<file path="config.mk">
export PLATFORM = sky130hd
export DESIGN_NAME = vga_timing_ctrl
export DESIGN_NICKNAME = d
export VERILOG_FILES = /design/src/rtl/vga_pkg.sv /design/src/rtl/vga_raster_cnt.sv /design/src/rtl/vga_timing_ctrl.sv
export SDC_FILE = /design/constraint.sdc
export NUM_CORES = 1
export LEC_CHECK = 0
export CAP_MARGIN = 20
export CORE_MARGIN = 4
export CORE_UTILIZATION = 39
export DETAILED_ROUTE_END_ITERATION = 10
export PLACE_DENSITY = 0.67
export SYNTH_ARGS = -nofsm -noshare
export SYNTH_HDL_FRONTEND = slang
export SYNTH_SLANG_ARGS = --single-unit
export TNS_END_PERCENT = 20
</file>
<file path="constraint.sdc">
create_clock -name CLK -period 2.45 [get_ports CLK]
set_clock_uncertainty 0.05 [all_clocks]
set_input_delay 0.49 -clock CLK [delete_from_list [all_inputs] [get_ports CLK]]
set_output_delay 0.49 -clock CLK [all_outputs]
set_load 0.01 [all_outputs]
</file>
<file path="src/rtl/vga_pkg.sv">
// Shared VGA timing constants, divider mode encodings and controller state enumeration.
// Latency: n/a (definitions only).
// Backpressure: n/a.
package vga_pkg;

    // Default 640x480@60 raster timing, in pixels and lines
    localparam int VGA_H_ACTIVE = 640;
    localparam int VGA_H_FP     = 16;
    localparam int VGA_H_SYNC   = 96;
    localparam int VGA_H_BP     = 48;
    localparam int VGA_V_ACTIVE = 480;
    localparam int VGA_V_FP     = 10;
    localparam int VGA_V_SYNC   = 2;
    localparam int VGA_V_BP     = 33;

    // Frequency divider MODE encodings
    localparam logic MODE_DIV2 = 1'b0;
    localparam logic MODE_DIV1 = 1'b1;

    // Mode-switch controller states
    typedef enum logic [1:0] {
        RUN    = 2'd0,
        PEND   = 2'd1,
        SWITCH = 2'd2
    } vga_state_e;

    // True when counter value v lies in the inclusive range [lo, hi]
    function automatic logic in_span(input logic [9:0] v, input int lo, input int hi);
        return (int'(v) >= lo) && (int'(v) <= hi);
    endfunction

endpackage

</file>
<file path="src/rtl/vga_raster_cnt.sv">
// Raster X/Y counters: X wraps at H_TOTAL and carries into Y, which wraps at V_TOTAL.
// Latency: x/y update on the CLK edge that samples adv; x_nxt/y_nxt are the combinational next values.
// Backpressure: none; counters move only when adv is high, clr forces both to zero.
module vga_raster_cnt #(
    parameter int H_TOTAL = 800,
    parameter int V_TOTAL = 525
) (
    input  logic       clk,
    input  logic       rst_n,
    input  logic       adv,
    input  logic       clr,
    output logic [9:0] x,
    output logic [9:0] y,
    output logic [9:0] x_nxt,
    output logic [9:0] y_nxt,
    output logic       at_last
);

    localparam logic [9:0] X_LAST = 10'(H_TOTAL - 1);
    localparam logic [9:0] Y_LAST = 10'(V_TOTAL - 1);

    logic [9:0] x_q, x_d;
    logic [9:0] y_q, y_d;

    // Next counter values: clear wins, otherwise advance with line/frame wrap
    always_comb begin
        x_d = x_q;
        y_d = y_q;
        if (clr) begin
            x_d = '0;
            y_d = '0;
        end else if (adv) begin
            if (x_q == X_LAST) begin
                x_d = '0;
                y_d = (y_q == Y_LAST) ? '0 : y_q + 10'd1;
            end else begin
                x_d = x_q + 10'd1;
            end
        end
    end

    // Counter registers
    always_ff @(posedge clk or negedge rst_n) begin
        if (!rst_n) begin
            x_q <= '0;
            y_q <= '0;
        end else begin
            x_q <= x_d;
            y_q <= y_d;
        end
    end

    assign x       = x_q;
    assign y       = y_q;
    assign x_nxt   = x_d;
    assign y_nxt   = y_d;
    assign at_last = (x_q == X_LAST) && (y_q == Y_LAST);

endmodule

</file>
<file path="src/rtl/vga_timing_ctrl.sv">
// VGA timing generator with divider mode switching deferred to the frame boundary, then a blanked settle window.
// Latency: sync/DE/X/Y registered and mutually aligned (no added latency); MODE_ACK one CLK after a same-mode request or after settle.
// Backpressure: none; raster advances only on PIX_EN, new MODE_REQs ignored while a switch is pending or settling.
// Optional feature: define VGA_TIMING_FRAME_CNT_EN to add the 16-bit FRAME_CNT output.
module vga_timing_ctrl
    import vga_pkg::*;
#(
    parameter int H_ACTIVE   = VGA_H_ACTIVE,
    parameter int H_FP       = VGA_H_FP,
    parameter int H_SYNC     = VGA_H_SYNC,
    parameter int H_BP       = VGA_H_BP,
    parameter int V_ACTIVE   = VGA_V_ACTIVE,
    parameter int V_FP       = VGA_V_FP,
    parameter int V_SYNC     = VGA_V_SYNC,
    parameter int V_BP       = VGA_V_BP,
    parameter int SYNC_POL   = 0,
    parameter int SETTLE_CYC = 4
) (
    input  logic        CLK,
    input  logic        RST,
    input  logic        PIX_EN,
    input  logic        MODE_REQ,
    input  logic        MODE_SEL,
    output logic        MODE_ACK,
    output logic        DIV_MODE,
    output logic        HSYNC,
    output logic        VSYNC,
    output logic        DE,
    output logic [9:0]  X,
    output logic [9:0]  Y,
    output logic        FRAME_START
`ifdef VGA_TIMING_FRAME_CNT_EN
    ,
    output logic [15:0] FRAME_CNT
`endif
);

    localparam int H_TOTAL = H_ACTIVE + H_FP + H_SYNC + H_BP;
    localparam int V_TOTAL = V_ACTIVE + V_FP + V_SYNC + V_BP;
    localparam int HS_BEG  = H_ACTIVE + H_FP;
    localparam int HS_END  = H_ACTIVE + H_FP + H_SYNC - 1;
    localparam int VS_BEG  = V_ACTIVE + V_FP;
    localparam int VS_END  = V_ACTIVE + V_FP + V_SYNC - 1;

    // SYNC_POL = 0 means pulses drive low
    localparam logic SYNC_ASSERT = (SYNC_POL != 0);
    localparam logic SYNC_IDLE   = ~SYNC_ASSERT;

    localparam int             SW          = (SETTLE_CYC > 1) ? $clog2(SETTLE_CYC) : 1;
    localparam logic [SW-1:0]  SETTLE_LAST = SW'(SETTLE_CYC - 1);

    vga_state_e    state_q, state_d;
    logic          div_mode_q, div_mode_d;
    logic          pend_sel_q, pend_sel_d;
    logic [SW-1:0] settle_q, settle_d;
    logic          mode_ack_q, mode_ack_d;
    logic          frame_start_q, frame_start_d;
    logic          hsync_q, hsync_d;
    logic          vsync_q, vsync_d;
    logic          de_q, de_d;
    logic          blank_d;

    logic          adv, clr, at_last;
    logic [9:0]    x_nxt, y_nxt;

    vga_raster_cnt #(
        .H_TOTAL (H_TOTAL),
        .V_TOTAL (V_TOTAL)
    ) u_raster (
        .clk     (CLK),
        .rst_n   (RST),
        .adv     (adv),
        .clr     (clr),
        .x       (X),
        .y       (Y),
        .x_nxt   (x_nxt),
        .y_nxt   (y_nxt),
        .at_last (at_last)
    );

    // Mode-switch FSM: next state, divider mode, settle timer, ack and frame-start pulses
    always_comb begin
        state_d    = state_q;
        div_mode_d = div_mode_q;
        pend_sel_d = pend_sel_q;
        settle_d   = settle_q;
        mode_ack_d = 1'b0;
        adv        = 1'b0;
        clr        = 1'b0;
        case (state_q)
            RUN: begin
                adv = PIX_EN;
                if (MODE_REQ) begin
                    if (MODE_SEL == div_mode_q) begin
                        mode_ack_d = 1'b1;
                    end else begin
                        pend_sel_d = MODE_SEL;
                        state_d    = PEND;
                    end
                end
            end
            PEND: begin
                adv = PIX_EN;
                // Divider changes only as the last pixel of the frame is consumed
                if (PIX_EN && at_last) begin
                    div_mode_d = pend_sel_q;
                    settle_d   = '0;
                    state_d    = SWITCH;
                end
            end
            SWITCH: begin
                // Raster parked at origin while the divider output settles
                clr = 1'b1;
                if (settle_q == SETTLE_LAST) begin
                    state_d    = RUN;
                    mode_ack_d = 1'b1;
                end else begin
                    settle_d = settle_q + 1'b1;
                end
            end
            default: begin
                state_d = RUN;
            end
        endcase
        frame_start_d = adv && (X == '0) && (Y == '0);
    end

    // Sync and DE decode from the next counter values so they line up with X/Y
    always_comb begin
        blank_d = (state_d == SWITCH);
        hsync_d = SYNC_IDLE;
        vsync_d = SYNC_IDLE;
        de_d    = 1'b0;
        if (!blank_d) begin
            if (in_span(x_nxt, HS_BEG, HS_END)) hsync_d = SYNC_ASSERT;
            if (in_span(y_nxt, VS_BEG, VS_END)) vsync_d = SYNC_ASSERT;
            de_d = (int'(x_nxt) < H_ACTIVE) && (int'(y_nxt) < V_ACTIVE);
        end
    end

    // State and registered outputs
    always_ff @(posedge CLK or negedge RST) begin
        if (!RST) begin
            state_q       <= RUN;
            div_mode_q    <= MODE_DIV2;
            pend_sel_q    <= MODE_DIV2;
            settle_q      <= '0;
            mode_ack_q    <= 1'b0;
            frame_start_q <= 1'b0;
            hsync_q       <= SYNC_IDLE;
            vsync_q       <= SYNC_IDLE;
            de_q          <= 1'b0;
        end else begin
            state_q       <= state_d;
            div_mode_q    <= div_mode_d;
            pend_sel_q    <= pend_sel_d;
            settle_q      <= settle_d;
            mode_ack_q    <= mode_ack_d;
            frame_start_q <= frame_start_d;
            hsync_q       <= hsync_d;
            vsync_q       <= vsync_d;
            de_q          <= de_d;
        end
    end

    assign MODE_ACK    = mode_ack_q;
    assign DIV_MODE    = div_mode_q;
    assign HSYNC       = hsync_q;
    assign VSYNC       = vsync_q;
    assign DE          = de_q;
    assign FRAME_START = frame_start_q;

`ifdef VGA_TIMING_FRAME_CNT_EN
    logic [15:0] frame_cnt_q, frame_cnt_d;

    // Frame counter advances with each frame start and naturally wraps at 16 bits
    always_comb begin
        frame_cnt_d = frame_start_d ? frame_cnt_q + 16'd1 : frame_cnt_q;
    end

    // Frame counter register
    always_ff @(posedge CLK or negedge RST) begin
        if (!RST) begin
            frame_cnt_q <= '0;
        end else begin
            frame_cnt_q <= frame_cnt_d;
        end
    end

    assign FRAME_CNT = frame_cnt_q;
`endif

endmodule

</file>
# == Yosys cells after proc, flatten, opt, wreduce, memory -nomap -nowiden ==
# Cells that the tools add are included.
# word_totals
wordCells,71
in_bits,5
output_inout_bits,26
ff_bits,31
# op_classes
eq_ne,9
bitwise_logic,1
addsub,3
n_lt_le_gt_ge,6
mux,26
n_reduce_logical,15
# op_table
cell,count
10-bit two-way mux,7
10-bit by 1-bit adder with 10-bit output (second input constant),2
10-bit == test (second input constant),2
10-bit zero test,2
2-bit two-way mux,6
10-bit >= comparator (second input constant),1
10-bit by 9-bit >= comparator with 1-bit output (second input constant),1
10-bit <= comparator (second input constant),1
10-bit by 9-bit <= comparator with 1-bit output (second input constant),1
10-bit less-than comparator (second input constant),1
10-bit by 9-bit less-than comparator with 1-bit output (second input constant),1
1-bit two-way mux,10
1-bit logical AND,7
2-bit == test (second input constant),3
2-bit case mux with 3 select lines,1
3-bit AND reduction,2
2-bit != test (second input constant),2
2-bit case mux with 2 select lines,1
2-bit by 1-bit adder with 2-bit output (second input constant),1
2-bit by 1-bit == test with 1-bit output (second input constant),1
2-bit zero test,1
1-bit case mux with 2 select lines,1
2-bit AND reduction,1
2-bit nonzero test,1
other kinds (3),3

# == Longest topological paths before layout ==
# logic_depth
word_depth,9
ltp_mapped,9
depth_no_buf,8

# == Hierarchy ==
# Synthesis repeated with hierarchy kept, for this count alone.
# unflattened
cells_unflattened,168
area_unflattened_um2,1614.0
# by_module_without_submodules
mod,cells_per_inst,seq_area_each_um2,area_per_inst_um2,n_inst
vga_raster_cnt,111,500.5,1061.0,1
vga_timing_ctrl,57,277.8,553.0,1

# == Least setup slack after synthesis ==
# No wires, ideal clock.
# synth_path
path_type,register to register
from,"register u_raster.x_q[6], in the netlist u_raster.x[6]"
to,"register vsync_q, in the netlist VSYNC"
t_arrival_ns,2.345
path_slack_ns,-0.036
path_buffers,2
synth_period_minus_slack_ns,2.486
setup_ns,0.091
required_time_ns,2.309
stages_incl_launch_ff,9
cell_sequence,dfrtp_1 -> buf_6 -> or3_1 -> or4_1 -> buf_2 -> or4_4 -> a21oi_2 -> and4_1 -> nand4_1
# synth_via
elab_chain_cells,8
word_cells_on_any_way,14
classes_between,order compare (2); eq/ne (2); mux (7); reduce/logical (3)
# synth_rtl
element,line,source
"start, declared",vga_raster_cnt.sv:22,"logic [9:0] x_q, x_d;"
"start signal, assigned",vga_raster_cnt.sv:45,x_q <= '0;
"start signal, assigned",vga_raster_cnt.sv:48,x_q <= x_d;
10-bit == test (*),vga_raster_cnt.sv:33,if (x_q == X_LAST) begin
10-bit two-way mux (*),vga_raster_cnt.sv:33,
10-bit two-way mux (*),vga_raster_cnt.sv:32,end else if (adv) begin
10-bit two-way mux (*),vga_raster_cnt.sv:29,if (clr) begin
via u_raster.y_nxt[6],vga_raster_cnt.sv:15,"output logic [9:0] y_nxt,"
10-bit by 9-bit >= comparator with 1-bit output or 10-bit by 9-bit <= comparator with 1-bit output (tied branches),vga_pkg.sv:29,return (int'(v) >= lo) && (int'(v) <= hi);
1-bit logical AND (*),vga_pkg.sv:29,
1-bit two-way mux (*),vga_timing_ctrl.sv:136,"if (in_span(y_nxt, VS_BEG, VS_END)) vsync_d = SYNC_ASSERT;"
1-bit two-way mux (*),vga_timing_ctrl.sv:134,if (!blank_d) begin
via vsync_d,vga_timing_ctrl.sv:59,"logic vsync_q, vsync_d;"
"end signal, assigned",vga_timing_ctrl.sv:161,vsync_q <= vsync_d;
"end, declared",vga_timing_ctrl.sv:59,
# Mark *: on every way through the listed nets, which the timed path passes. The rest lies on a longest branch.
# A chain may end at the register's enable or synchronous reset.

# == Worst setup path after layout ==
# Ends and elaborated chain as after synthesis.

==> metrics.md <==
| Metric | Value |
|---|---|
| I/O Pins | `31` |
| Post-route ant nets | `0` |
| Die area | `5640 µm²` |
| Hold/Removal Path Class | `flop to flop` |
| Element type at the critical path start | `flop` |
| Final WL | `4.69 mm` |
| Util after Layout | `58.3%` |
| GPL Wtd Cong | `0.891` |
| Met2 Use GR | `26.6%` |
| CP cell instances | `or3_4, or4_4, or4_1, a21oi_1, nor4bb_2, nand4_1` |
| Multi-input logic area | `986 µm²` |
| Relative slew slack | `65.7%` |
| DRC | `0` |
| 1st-iter DRT viols | `158` |
| Num rows | `24` |
| Via count | `1,713` |
| Flop-to-flop setup slack | `0.09 ns` |
| Slowest cell on crit path | `or4_1` |
| Post-route minimum period | `2.36 ns` |
| Leakage | `1.15 nW` |
| H-tree levels | `2` |
| Netlist Area Pre-Place | `1760 µm²` |
| DR vias/cell | `5.47` |
| CTS buffer count | `5` |
| Total GRT Usage | `18.7%` |
| Syn avg cell area | `9.10 µm²` |
| Worst Path Buf+Inv | `0` |
| GR Util met3 | `4.81%` |
| Worst Path Arrival | `2.54 ns` |
| Commonest cells after routing, fill and taps aside | `buf_4 (38), dfrtp_1 (29), clkdlybuf4s50_1 (29)` |
| Hold_buf cts | `0` |
| Switch share | `29.9%` |
| Highest net fanout along the worst path | `5` |
| Root Driver | `clkbuf_8` |
| Post-synthesis sequential area ratio | `44.3%` |
| Combinational power share | `30.7%` |
| TritonCTS clock tree | `yes` |
| Cell count after synthesis | `193` |
| Vias in the first global route | `1,576` |
| Max Clk Rate | `0.423 GHz` |
| Wire per inst | `15.0 µm` |
| Period utilization | `96.5%` |
| Clk_lat worst skew | `0.28 ns` |
| Setup TNS | `0 ns` |
| Initial antenna violation count | `0` |
| Sequential Area | `778 µm²` |
| Synth Flop Type | `dfrtp_1` |
| # Max-Cap Violations | `0` |
| Starting density of the core | `40.3%` |
| Hold Fails Final Rpt | `0` |
| Gr busiest metal | `met1` |
| Clk sinks | `31` |
| Slew @ Worst Pin | `0.514 ns` |
| Area Growth Syn to Fin | `44.6%` |
| Crit path max-delay family | `simple AND/OR/NAND/NOR gates` |
| Overflow after GRT | `0` |
| Crit-path max cell delay | `0.51 ns` |
| Fillers | `362` |
| Largest net degree at the start of global routing | `32` |
| Slew Viols, Final | `0` |
| HPWL after DPL | `3.38 mm` |
| Syn Nets | `203` |
| Psw | `0.000428 W` |
| Critical path class | `flop to flop` |
| Max rail drop VDD | `0.316 mV` |
| Synth Register Bits | `31` |
| Syn. warnings | `0` |
| Area of the core | `4350 µm²` |
| Met1 usage | `27.2%` |
| Detailed Routing Iterations Pass 1 | `4` |
| EDFF count, synth | `0` |
| Status | `finished clean` |
| Seq pwr share | `40.5%` |
| Clock group share of total power | `28.8%` |
| Die height | `75.1 µm` |
| Die Wd | `75.1 µm` |
| Int Pwr | `0.00101 W` |
| CTS clock-pin slew for the worst setup and hold paths | `0.07 ns` |
| Net count, final | `270` |
| Setup crit end kind | `flop` |
| Clock Tree Buf Depth | `2` |
| First-pass GRT wire length | `7.84 mm` |
| Port Buffers | `30` |
| Layout cells sized above 1 | `27.2%` |
| Worst Path Required | `2.62 ns` |
| Yosys cell types | `41` |
| Final setup vio count | `0` |
| PD cells | `565 nW/µm²` |
| Most common cell after layout, fill and taps aside | `buf_4` |
| Overall Power | `0.00143 W` |
| Async S/R FF share, synth | `100%` |
| Diodes inserted | `0` |
==> logic make-up after synthesis <==
kind of cell | share of synthesized area (%)
xor gates and xnor gates | 3.99
AOI/OAI and AO/OA | 13.0
adders and majority gates | 3.56
DFF | 44.3
muxes | 1.28
buffers and inverters | 4.63
and+or+nand+nor | 29.2
==> final cells by class <==
type	count	area share, %
Timing Repair Buffer	68	23.0
Tap cell	52	2.56
Multi-Input combinational cell	145	38.8
Clock inverter	1	0.197
Sequential cell	31	30.7
Inverter	9	1.33
Clock buffer	7	3.40
==> power groups by stage <==
stage	Combinational, W	Sequential [W]	Clock [W]
3_5_place_dp	0.000412	0.000590	0
6_report	0.000440	0.000580	0.000413
4_1_cts	0.000423	0.000581	0.000428
2_1_floorplan	0.000135	0.000637	0
5_1_grt	0.000482	0.000586	0.000455
3_3_place_gp	0.000409	0.000588	0
==> what timing repair did <==
action	4_1_cts	5_1_grt
buffers inserted	3	2
setup endpoints to repair	4	2
pin swaps	5	5
endpoints found under the hold margin	0	0
gates resized for setup	7	13
gates cloned	1	0
==> path summary, 6_finish.rpt <==
path                               startpoint             to  cells past startpoint
worst max-delay path            u_raster.x[6]          VSYNC                      6
worst min-delay path              settle_q[1]    settle_q[1]                      1
worst max register to register  u_raster.x[6]          VSYNC                      6
worst min register to register    settle_q[1]    settle_q[1]                      1
max in group asynchronous                 RST          VSYNC                      2
min in group asynchronous                 RST  u_raster.x[5]                      2
==> routing by layer <==
| metal | up-vias | wire length, µm |
|---|---|---|
| met5 | - | 0 |
| met4 | 0 | 154 |
| met3 | 14 | 344 |
| met2 | 66 | 2100 |
| met1 | 793 | 2090 |
| li1 | 840 | - |
==> synthesized netlist by cell type, types with 3 or more instances <==
library cell	count	area, µm²
buf_2	5	25.0
nor2b_1	4	25.0
nor3_1	7	35.0
nand2_1	17	63.8
nor4_1	6	37.5
o21ai_0	8	40.0
xor2_1	6	52.6
a21o_1	3	22.5
or3_1	7	43.8
or4b_2	3	30.0
a21oi_1	10	50.1
clkbuf_1	3	11.3
ha_1	5	62.6
nand3_1	11	55.1
nor2_1	16	60.1
nand4_1	7	43.8
nand2b_1	3	18.8
dfrtp_1	29	726
a31oi_1	4	25.0
inv_1	9	33.8
==> registers in the layout, indices dropped and copies added (netlist names) <==
register	flops
state_q	2
u_raster.y	10
HSYNC	1
FRAME_START	1
DIV_MODE	1
pend_sel_q	1
u_raster.x	10
DE	1
settle_q	2
VSYNC	1
MODE_ACK	1
==> metrics by stage <==
step / worst slack (ns) / hold WS [ns] / instances / area, µm²
5_1_grt: -0.00633 / 0.511 / 313 / 2540
6_report: 0.0859 / 0.473 / 313 / 2540
3_3_place_gp: -0.381 / 0.441 / 299 / 2320
4_1_cts: 0.00217 / 0.476 / 311 / 2480
3_5_place_dp: -0.490 / 0.455 / 299 / 2320
2_1_floorplan: -0.00702 / 0.144 / 193 / 1760
(Power assumes the default switching activity.)
